--- config.mk ---
export PLATFORM = sky130hd
export DESIGN_NAME = jtcop_mcu_bridge
export DESIGN_NICKNAME = d
export VERILOG_FILES = /design/src/rtl/jtcop_mcu_pkg.sv /design/src/rtl/jtcop_mcu_irq.sv /design/src/rtl/jtcop_mcu_bridge.sv
export SDC_FILE = /design/constraint.sdc
export NUM_CORES = 1
export LEC_CHECK = 0
export ABC_AREA = 1
export BUFFER_PORTS_ARGS = -buffer_cell sky130_fd_sc_hd__buf_2
export CAP_MARGIN = 10
export CORE_ASPECT_RATIO = 2
export CORE_MARGIN = 2
export CORE_UTILIZATION = 42
export DETAILED_ROUTE_END_ITERATION = 12
export PLACE_DENSITY = 0.73
export SLEW_MARGIN = 0
export SYNTH_ARGS = -nofsm -noshare
export SYNTH_HDL_FRONTEND = slang
export SYNTH_SLANG_ARGS = --single-unit
--- constraint.sdc ---
create_clock -name clk -period 2.76 [get_ports clk]
set_clock_uncertainty 0.1 [all_clocks]
set_input_delay 0.138 -clock clk [delete_from_list [all_inputs] [get_ports clk]]
set_output_delay 0.138 -clock clk [all_outputs]
set_load 0.05 [all_outputs]
--- src/rtl/jtcop_mcu_pkg.sv ---
// Shared definitions for the 68000 <-> i8751 mailbox bridge.
// Holds the MCU port-2 bit positions, the INT1 handshake state encoding
// and the default acknowledge timeout.
package jtcop_mcu_pkg;

  // Bit positions inside mcu_p2o
  localparam int P2_ACK  = 3;
  localparam int P2_RDHI = 4;
  localparam int P2_RDLO = 5;
  localparam int P2_WRLO = 6;
  localparam int P2_WRHI = 7;

  localparam logic [15:0] TOUT_DEF = 16'd4096;

  typedef enum logic {
    IRQ_IDLE = 1'b0,
    IRQ_REQ  = 1'b1
  } irq_state_e;

endpackage

--- src/rtl/jtcop_mcu_irq.sv ---
// INT1 handshake towards the protection MCU.
// Ports:
//   clk, rst_n   : clock, asynchronous active-low reset
//   req          : one-cycle interrupt request (main CPU posted a command)
//   ack          : MCU acknowledge, active-high level
//   int1n        : registered INT1 to the MCU, active-low
//   tout_pulse   : one-cycle pulse on the edge that releases INT1 by timeout
module jtcop_mcu_irq
  import jtcop_mcu_pkg::*;
#(
  parameter logic [15:0] TOUT = TOUT_DEF
) (
  input  logic clk,
  input  logic rst_n,
  input  logic req,
  input  logic ack,
  output logic int1n,
  output logic tout_pulse
);

  irq_state_e  state_q, state_d;
  logic [15:0] cnt_q, cnt_d;
  logic        pend_q, pend_d;
  logic        int1n_q, int1n_d;

  always_comb begin
    state_d    = state_q;
    cnt_d      = cnt_q;
    pend_d     = pend_q;
    tout_pulse = 1'b0;
    case (state_q)
      IRQ_IDLE: begin
        if (req || pend_q) begin
          state_d = IRQ_REQ;
          cnt_d   = '0;
          pend_d  = 1'b0;
        end
      end
      IRQ_REQ: begin
        if (ack) begin
          // Ack has priority; a request landing in the same cycle is
          // remembered and re-asserts INT1 one cycle later.
          state_d = IRQ_IDLE;
          pend_d  = req;
        end else if (req) begin
          cnt_d = '0;
        end else if (cnt_q == TOUT - 16'd1) begin
          state_d    = IRQ_IDLE;
          tout_pulse = 1'b1;
        end else begin
          cnt_d = cnt_q + 16'd1;
        end
      end
      default: state_d = IRQ_IDLE;
    endcase
    int1n_d = (state_d == IRQ_IDLE);
  end

  always_ff @(posedge clk or negedge rst_n) begin
    if (!rst_n) begin
      state_q <= IRQ_IDLE;
      cnt_q   <= '0;
      pend_q  <= 1'b0;
      int1n_q <= 1'b1;
    end else begin
      state_q <= state_d;
      cnt_q   <= cnt_d;
      pend_q  <= pend_d;
      int1n_q <= int1n_d;
    end
  end

  assign int1n = int1n_q;

endmodule

--- src/rtl/jtcop_mcu_bridge.sv ---
// Command/response mailbox between the main 68000 and the i8751 MCU.
// Ports:
//   clk, rst_n                 : clock, asynchronous active-low reset
//   main_cs/rnw/dsn/dout       : main CPU access to the MCU window
//   main_din                   : response word returned to the main CPU
//   mcu_p0o / mcu_p2o          : MCU port outputs (data, strobes, INT ack)
//   mcu_p0i                    : command byte presented to the MCU
//   mcu_int1n                  : MCU INT1, active-low
//   cmd_full, rsp_valid        : mailbox status flags
//   ack_tout                   : sticky, INT1 was released by timeout
module jtcop_mcu_bridge
  import jtcop_mcu_pkg::*;
#(
  parameter logic [15:0] TOUT = TOUT_DEF
) (
  input  logic        clk,
  input  logic        rst_n,
  input  logic        main_cs,
  input  logic        main_rnw,
  input  logic [1:0]  main_dsn,
  input  logic [15:0] main_dout,
  output logic [15:0] main_din,
  input  logic [7:0]  mcu_p0o,
  input  logic [7:0]  mcu_p2o,
  output logic [7:0]  mcu_p0i,
  output logic        mcu_int1n,
  output logic        cmd_full,
  output logic        rsp_valid,
  output logic        ack_tout
);

  logic        cs_q;
  logic [3:0]  p2_q;        // previous mcu_p2o[7:4]
  logic [15:0] cmd_q, cmd_d;
  logic [15:0] rsp_q, rsp_d;
  logic [15:0] din_q, din_d;
  logic [7:0]  p0i_q, p0i_d;
  logic        full_q, full_d;
  logic        valid_q, valid_d;
  logic        tout_q, tout_d;

  logic        main_wr, main_rd;
  logic [3:0]  p2_fall;
  logic        rd_hi, rd_lo, wr_hi, wr_lo;
  logic        tout_pulse;
  logic        unused_p2;

  assign main_wr = main_cs & ~cs_q & ~main_rnw;
  assign main_rd = main_cs & ~cs_q & main_rnw;
  assign p2_fall = p2_q & ~mcu_p2o[7:4];
  assign rd_hi   = p2_fall[P2_RDHI-4];
  assign rd_lo   = p2_fall[P2_RDLO-4];
  assign wr_lo   = p2_fall[P2_WRLO-4];
  assign wr_hi   = p2_fall[P2_WRHI-4];
  assign unused_p2 = ^mcu_p2o[2:0];

  // All reads use the pre-edge register values, so a collision hands the
  // reader the old data while the flag update gives priority to the writer.
  always_comb begin
    cmd_d   = cmd_q;
    rsp_d   = rsp_q;
    din_d   = din_q;
    p0i_d   = p0i_q;
    full_d  = full_q;
    valid_d = valid_q;
    tout_d  = tout_q;

    if (main_wr) begin
      if (!main_dsn[1]) cmd_d[15:8] = main_dout[15:8];
      if (!main_dsn[0]) cmd_d[7:0]  = main_dout[7:0];
    end
    if (rd_lo)      p0i_d = cmd_q[7:0];
    else if (rd_hi) p0i_d = cmd_q[15:8];
    if (rd_lo)   full_d = 1'b0;
    if (main_wr) full_d = 1'b1;

    if (wr_hi) rsp_d[15:8] = mcu_p0o;
    if (wr_lo) rsp_d[7:0]  = mcu_p0o;
    if (main_rd) begin
      din_d   = rsp_q;
      valid_d = 1'b0;
    end
    if (wr_lo) valid_d = 1'b1;

    if (tout_pulse) tout_d = 1'b1;
    if (main_wr)    tout_d = 1'b0;
  end

  always_ff @(posedge clk or negedge rst_n) begin
    if (!rst_n) begin
      cs_q    <= 1'b0;
      p2_q    <= 4'h0;    // no falling edge until a strobe has been seen high
      cmd_q   <= '0;
      rsp_q   <= '0;
      din_q   <= '0;
      p0i_q   <= '0;
      full_q  <= 1'b0;
      valid_q <= 1'b0;
      tout_q  <= 1'b0;
    end else begin
      cs_q    <= main_cs;
      p2_q    <= mcu_p2o[7:4];
      cmd_q   <= cmd_d;
      rsp_q   <= rsp_d;
      din_q   <= din_d;
      p0i_q   <= p0i_d;
      full_q  <= full_d;
      valid_q <= valid_d;
      tout_q  <= tout_d;
    end
  end

  jtcop_mcu_irq #(
    .TOUT (TOUT)
  ) u_irq (
    .clk        (clk),
    .rst_n      (rst_n),
    .req        (main_wr),
    .ack        (~mcu_p2o[P2_ACK]),
    .int1n      (mcu_int1n),
    .tout_pulse (tout_pulse)
  );

  assign main_din  = din_q;
  assign mcu_p0i   = p0i_q;
  assign cmd_full  = full_q;
  assign rsp_valid = valid_q;
  assign ack_tout  = tout_q;

endmodule

[Word-level counts from Yosys, hierarchy flattened]
Cells that the tools add are included.
Word-level totals
  register bits: 83
  output and inout port bits: 28
  word-level logic and storage cells: 66
Cells by class
  eq/ne operators: 5
  add/subtract/negate cells: 1
  bitwise gates (word level): 11
  mux-type cells: 25
  reduce and logical (&&, ||, !) cells: 9
Operators by type and width (count)
  $mux 16: 4
  $pmux 16 s2: 1
  $add 16x1->16 const B: 1
  $eq 16x12->1 const B: 1
  $mux 1: 16
  $mux 8: 2
  $reduce_bool 2->1: 4
  $not 1->1: 6
  $reduce_and 2->1: 3
  $and 4x4->4: 1
  $ne 2x2->1 const B: 2
  $not 4->4: 1
  $pmux 1 s2: 2
  $and 1x1->1: 3
  $ne 3x2->1 const B: 1
  $reduce_and 3->1: 1
  $ne 2x1->1 const B: 1
  $logic_or 1x1->1: 1

[Depth between registers and ports, before layout]
Gate-level depths: netlist of the first run.
  depth after elaboration: 8
  gate-level depth with buffers: 11
  mapped depth without buffers: 11

[By module]
From an unflattened synthesis of the first run, not the netlist that was laid out.
Second synthesis, totals
  cells, all modules: 463
  area total of the unflattened synthesis: 3906.2 µm²
By module, submodules not included
  jtcop_mcu_bridge: area each 2608.8 µm², sequential area each 1601.5 µm², instances 1, cells each 293
  jtcop_mcu_irq: area each 1297.5 µm², sequential area each 476.7 µm², instances 1, cells each 170

[Least setup slack after synthesis of the first run]
OpenSTA, ideal clock, no wires.
  path kind: reg-to-reg
  start: register u_irq.cnt_q[0]
  end: register u_irq.cnt_q[5]
  arrival time: 1349 ps
  library setup time: 117 ps
  path buffers: 1
  data required time: 2543 ps
  stages on the path, launching flop included: 12
  period minus slack after synthesis: 1566 ps
  path slack: 1194 ps
  cells stage by stage: dfrtp_1 > ha_1 > nand2_2 > nor2_2 > nand2_2 > nor2_4 > nand2_2 > nand2_4 > nand2_4 > buf_6 > nand2_1 > o21ai_2
Between the ends
  word-level cells in the longest chain between the ends: 5
  elaborated cells between the ends (all ways): 8
  classes of those cells: add/sub: 1; eq/ne: 2; mux: 4; reduce/logical: 1
Ends and longest elaborated chain
  start, declared: line jtcop_mcu_irq.sv:22  | logic [15:0] cnt_q, cnt_d;
  start signal, assigned: line jtcop_mcu_irq.sv:67  | cnt_q <= cnt_d;
  $add 16x1->16: line jtcop_mcu_irq.sv:51  | cnt_d = cnt_q + 16'd1;
  $mux 16: line jtcop_mcu_irq.sv:47  | end else if (cnt_q == TOUT - 16'd1) begin
  $mux 16: line jtcop_mcu_irq.sv:45  | end else if (req) begin
  $mux 16: line jtcop_mcu_irq.sv:40  | if (ack) begin
  $pmux 16 s2: line jtcop_mcu_irq.sv:31  | case (state_q)
Several ways; a longest one is shown, not always the timed one. The select of a mux whose other input is x is not followed.
A chain may end at the register's enable or synchronous reset.

[Worst setup path after layout of the first run]
  start: register u_irq.cnt_q[1]
  end: register u_irq.cnt_q[2]
Same word-level chain as after synthesis.

==> results of run 1 <==
power by group through the flow:
stage	combinational [uW]	clock (uW)	sequential (uW)
2_1_floorplan	257	0	1810
3_3_place_gp	737	0	1510
3_5_place_dp	756	0	1520
4_1_cts	791	1210	1500
5_1_grt	842	1260	1520
6_report	784	1190	1500
flip-flops by register name (all words and copies together) (netlist names):
name,cells
u_irq.int1n,1
u_irq.pend_q,1
cs_q,1
cmd_full,1
p2_q,4
u_irq.cnt_q,16
ack_tout,1
u_irq.state_q,1
cmd_q,16
rsp_q,16
mcu_p0i,8
rsp_valid,1
main_din,16
routing by layer:
metal	share of wire, %	routed length, microns	vias to the layer above
li1	-	-	1425
met1	40	3110	1373
met2	52	4090	86
met3	4.2	328	20
met4	3.7	286	0
met5	0	0	-
layout make-up:
cell class | instances | area share [%]
repair buffers | 94 | 13.6
multi-input cells | 241 | 28.6
inverters | 48 | 3.89
clock buffers | 12 | 5.32
well taps | 100 | 2.70
flip-flops and latches | 83 | 44.9
clock inverters | 4 | 1.05
critical path, stage by stage, from the launching register on:
cell	delay [ps]
dfrtp_1	390
ha_1	230
nand2_2	90
nor2_2	110
nand2_2	120
nor2_4	110
nand2_2	80
nand2_4	160
nand2_4	200
inv_1	150
nand2_1	60
nand2_1	60
how the worst max path moves through the flow:
stage / from / endpoint / slack, ps / cells past startpoint
floorplan: u_irq.cnt_q[0] / u_irq.cnt_q[5] / 1190 / 11
global route: main_cs / u_irq.cnt_q[3] / 700 / 11
detailed placement: u_irq.cnt_q[1] / u_irq.cnt_q[2] / 850 / 11
global placement: u_irq.cnt_q[0] / u_irq.cnt_q[6] / 900 / 11
finish: u_irq.cnt_q[1] / u_irq.cnt_q[2] / 840 / 11
CTS: u_irq.cnt_q[1] / u_irq.cnt_q[2] / 850 / 11
per-stage QoR:
stage	area [sq um]	total power (uW)	hold WS [ps]	setup slack (ps)
CTS	4630	3500	195	851
global placement	4030	2250	160	902
detailed placement	4030	2280	162	854
global route	4630	3620	220	699
floorplan	3650	2060	-258	1190
finish	4630	3470	202	840
cell families after synthesis:
family,count (synthesis)
AO/OA/AOI/OAI,58
XOR/XNOR,1
adder cells (fa/ha/maj),1
buffers and inverters,59
flip-flops,83
multiplexers,25
AND/OR/NAND/NOR,156
what timing repair did:
item	4_1_cts	5_1_grt
endpoints found under the setup margin	0	0
endpoints found under the hold margin	118	0
hold buffers	31	0
cells in the final DEF, fill, tap and decap left out:
cell type | netlist | routed
nor2_4 | 1 | 1
dfrtp_1 | 82 | 82
clkbuf_8 | 0 | 1
nor2_2 | 4 | 4
bufinv_16 | 0 | 1
o21ai_2 | 4 | 4
dlygate4sd3_1 | 0 | 31
clkbuf_16 | 0 | 9
inv_2 | 1 | 1
buf_2 | 3 | 61
a21oi_1 | 16 | 16
clkbuf_1 | 4 | 2
nand2_2 | 3 | 3
o21bai_1 | 1 | 1
xor2_1 | 1 | 1
nand3_1 | 21 | 21
nor2_1 | 38 | 38
nand2_4 | 2 | 2
nand3_2 | 5 | 5
nand4_1 | 3 | 3
o21ai_0 | 29 | 29
buf_4 | 2 | 2
nand2_1 | 73 | 73
mux2_2 | 25 | 25
nor3_1 | 3 | 3
or2_1 | 2 | 2
o22ai_1 | 8 | 8
dfstp_2 | 1 | 1
inv_6 | 0 | 1
clkinv_2 | 0 | 2
ha_1 | 1 | 1
inv_1 | 47 | 47
or2_2 | 1 | 1
==> summary.md, run 1 <==
| Metric | Value |
|---|---|
| Outcome | complete, no violations |
| Syn_nets | approximately 420 |
| Worst-path maximum fanout | 21 |
| Combinational power share | 22.6% |
| Kind of critical path | flip-flop to flip-flop |
| Synth Instances | approximately 380 |
| Largest net degree at the start of global routing | 84 |
| Iteration-0 DRC Markers | 228 |
| FF-to-FF setup slack | 840 ps |
| Grt met2 use | 29.9% |
| Max rail drop VDD | 0.353 mV |
| Main area contributors after synthesis | dfrtp_1 (56%), mux2_2 (7.7%), nand2_1 (7.5%) |
| P_leak | 0.00227 uW |
| RSZ-0062 raised after global routing | no |
| #FFs+latches synth | 83 |
| Most frequent cell after synthesis | dfrtp_1 |
| Yosys warnings | 0 |
| Rel. slew slack | 31.8% |
| Drt pass-1 iters | 4 |
| Layout cells sized above 1 | 25.7% |
| Synth Area in Compound Gates | under 10% |
| Die Width | between 60 and 70 microns |
| Initial antenna violation count | 0 |
| Internal | 2360 uW |
| GR peak layer | met2 |
| Hold path cells | 4 |
| Synth Area in Simple Gates | 19.2% |
| Placed cell count | 535 |
| Biggest area consumer among synthesized cells | dfrtp_1 |
| Reg-to-Reg Start | u_irq.cnt_q[1] |
| Port bufs | 62 |
| First-pass GRT wire length | 13000 microns |
| Max clock buf depth | 2 |
| Routed WL | 7810 microns |
| Psw | 1110 uW |
| Reg2reg end | u_irq.cnt_q[2] |
| Tightest Pin Transition | ~1000 ps |
| RePlAce Congestion | 0.834 |
| Path depth of the worst reg2reg path | 11 |
| Worst setup EP type | flip-flop |
| Grt ovf | 0 |
| Core area | around 8500 sq um |
| Routing usage on met1 | 19.5% |
| Clk pwr share | 34.3% |
| CP Launch Type | flip-flop |
| Hold Crit Start | main_rnw |
| Vias in the first global route | 2903 |
| Setup TNS | 0 ps |
| Post-synth top area share | between 50% and 60% |
| Storage cell area | 2080 sq um |
| Nets | 516 |
| Via count | 2904 |
| Period utilisation layout | 69.6% |
| Ys async rst share | 100% |
| Clock tree from TritonCTS | yes |
| Min-Delay Endpoint | cmd_full |
| Die area | 9490 sq um |
| Final Max Slew Viols | 0 |
| Post-CTS Setup Bufs | 0 |
| # resized after CTS | 0 |
| Wire length per cell | 13.4 microns |
| DRC violations left | 0 |
| CTS H-tree lvls | 3 |
| Worst-skew pair later-pin latency | 340 ps |
| # fillers | 755 |
| Fin crit period | 1920 ps |
| Num ports | 66 |
| Final setup violation count | 0 |
| Area delta synth->final | 27.0% |
| Synthesized cell area | about 3600 sq um |
| Fin cells | slightly below 600 |
| Mapped Avg Cell Area | between 9 and 10 sq um |
| Synth cell count leaders | dfrtp_1 (82), nand2_1 (73), inv_1 (47), nor2_1 (38), o21ai_0 (29) |
| P per Cell Area | 750 nW/um^2 |
| Highest clock rate | 0.521 GHz |
| Required time worst endpoint | 2940 ps |
| Adder-cell area share of the yosys netlist | less than 1% |
| Diodes inserted | 0 |
| Largest family of logic cells by synthesized area | simple AND/OR/NAND/NOR gates |
| Count of maximum capacitance violations | 0 |
| Data arrival, critical path | 2100 ps |
| Clock Pin Slew Worst Setup and Hold Paths | 60 ps |
| Total global routing track utilization | around 17% |
| Sequential fraction of the synthesis area | between 50% and 60% |
| Met3 GRT Util | under 10% |
| Num CTS Buffers | 9 |
| Most used flip-flop cell after synthesis | dfrtp_1 |
| Multi-input logic area | about 1300 sq um |
| Post-synth cell types | 28 |
| Post-synthesis mux area share | 7.72% |
| Root Buffer | clkbuf_16 |
| Rows | 48 |
| Routed Antenna Nets | 0 |
| Starting Density | a little over two fifths |
| Worst min path class | primary input to flip-flop |
| Final Util | 54.3% |
| Hold Vio Cnt, Final | 0 |
| Die Ht | 136 microns |
| Post-synth EDFFs | 0 |
| Post-DP HPWL | between 5000 and 6000 microns |
| Reg power frac | approximately 43% |
| XOR/XNOR Fraction of Synth Area | 0.240% |
| Vias per inst | around 5 |
| Clock sink count | between 80 and 90 |
| Sw frac | approximately 32% |
No activity file was read; power rests on OpenSTA's default activity.
==> run 2: changes to the inputs <==
- clock period: 2.76 -> 1.8 ns (I/O delays scaled with it)
==> run 2 against run 1 <==
Clock power increased by 66%. Sequential cell count is the same. Combinational power up 59%. Sequential share of layout area decreased by 1.3 points. Design area grew 2.9%. Register-to-register slack got worse by 720 ps. Worst hold slack lost 150 ps. Largest cell class unchanged.
==> summary.md, run 2 (synthesis gave the netlist of run 1 again) <==
| Metric | Value |
|---|---|
| Kind of critical path | flip-flop to flip-flop |
| Period utilisation layout | 93.2% |
| Rel. slew slack | 63.8% |
| Wire length per cell | 13.6 microns |
| Iteration-0 DRC Markers | 204 |
| RePlAce Congestion | 0.887 |
| Hold_ws | 52.4 ps |
| Diodes inserted | 0 |
| Worst min path class | primary input to flip-flop |
| Worst-skew pair later-pin latency | 330 ps |
| CP Launch Type | flip-flop |
| Worst-path maximum fanout | 11 |
| Storage cell area | around 2100 sq um |
| Layout cells sized above 1 | around 28% |
| Worst setup EP type | flip-flop |
| Data arrival, critical path | 1840 ps |
| Total global routing track utilization | a little under a fifth |
| # fillers | 731 |
| P_leak | between 0.002 and 0.0025 uW |
| Placed cell count | roughly 540 |
| Die Width | 69.9 microns |
| Final Max Slew Viols | 0 |
| Num CTS Buffers | 9 |
| CTS H-tree lvls | 3 |
| Clock tree from TritonCTS | yes |
| Initial antenna violation count | 0 |
| Max rail drop VDD | 0.503 mV |
| Die Ht | 136 microns |
| Dpl cell area | about 4100 sq um |
| Count of maximum capacitance violations | 0 |
| Area delta synth->final | 30.7% |
| Fin cells | 592 |
| Routed WL | ~8000 microns |
| Max clock buf depth | 2 |
| Outcome | complete, no violations |
| Port bufs | a little over 60 |
| Vias per inst | 4.95 |
| Final setup violation count | 0 |
| Nets | 526 |
| Grt ovf | 0 |
| Via count | 2931 |
| Die area | 9490 sq um |
| Most frequent cells in the layout | dfrtp_1 (82), nand2_1 (73), buf_2 (61) |
| Rows | 48 |
| Num ports | between 60 and 70 |
| Clock Pin Slew Worst Setup and Hold Paths | 60 ps |
| Starting Density | 42.8% |
| Required time worst endpoint | 1970 ps |
| First-pass GRT wire length | 13400 microns |
| DRC violations left | 0 |
| Drt pass-1 iters | 4 |
| Clock sink count | 83 |
| Highest clock rate | 0.596 GHz |
| Tightest Pin Transition | 542 ps |
| Vias in the first global route | between 2000 and 3000 |
| Multi-input logic area | 1340 sq um |
| Largest net degree at the start of global routing | 42 |
| P per Cell Area | 1160 nW/um^2 |
| Final Instance Area | 4770 sq um |
| Hold Vio Cnt, Final | 0 |
| Root Buffer | clkbuf_16 |
| Fin crit period | 1680 ps |
| FF-to-FF setup slack | 120 ps |
| Core area | around 8500 sq um |
| Commonest non-fill, non-tap cell in the layout | dfrtp_1 |
| Post-DP HPWL | 5630 microns |
| Routed Antenna Nets | 0 |
## run 2: per-stage QoR
stage / total power (uW) / setup slack [ps] / setup TNS (ps) / utilization, %
CTS: 5550 / 24.4 / 0 / 55.6
floorplan: 3160 / 234 / 0 / -
detailed placement: 3520 / 37.0 / 0 / 48.2
global placement: 3470 / 74.7 / 0 / 48.2
finish: 5510 / 123 / 0 / 55.9
global route: 5770 / -6.33 / -10.5 / 55.9
## run 2: layer usage
layer  global-route usage [%]  part of all wire (%)  vias to the layer above
li1                         -                     -                     1441
met1                     19.7                    38                     1377
met2                     32.1                    54                       89
met3                     3.41                   4.6                       24
met4                     10.6                   3.5                        0
met5                        0                     0                        -
## run 2: critical path: stages, from the launching register on
cell	delay [ps]
dfrtp_1	390
ha_2	220
nand2_2	70
nor2_2	100
nand2_2	110
nor2_4	110
nand2_2	70
nand2_4	90
buf_4	190
nand3_1	90
nand2_1	80
## run 2: path summary, 6_finish.rpt
check                                       end      startpoint  cells after the start
worst max-delay path            u_irq.cnt_q[12]  u_irq.cnt_q[1]                     10
worst min-delay path                  cmd_q[15]     main_dsn[1]                      3
worst max register to register  u_irq.cnt_q[12]  u_irq.cnt_q[1]                     10
worst min register to register         rsp_q[3]        rsp_q[3]                      2
max in group asynchronous             rsp_q[13]           rst_n                      3
min in group asynchronous        u_irq.cnt_q[4]           rst_n                      2
## run 2: cell type report
class	instances	share of cell area, %
inverters	48	3.78
flip-flops and latches	83	43.6
multi-input cells	241	28.0
repair buffers	104	15.1
well taps	100	2.62
clock buffers	11	5.09
clock inverters	5	1.81
## run 2: power by group
| group | internal [uW] | total [uW] | switching, uW |
|---|---|---|---|
| sequential | 2150 | 2300 | 152 |
| clock | 1260 | 1970 | 708 |
| combinational | 396 | 1250 | 853 |
## run 2: what timing repair did
item / CTS / global route
gates resized for setup: 0 / 4
setup buffers: 0 / 1
endpoints found under the setup margin: 0 / 20
hold buffers: 31 / 0
endpoints found under the hold margin: 77 / 0
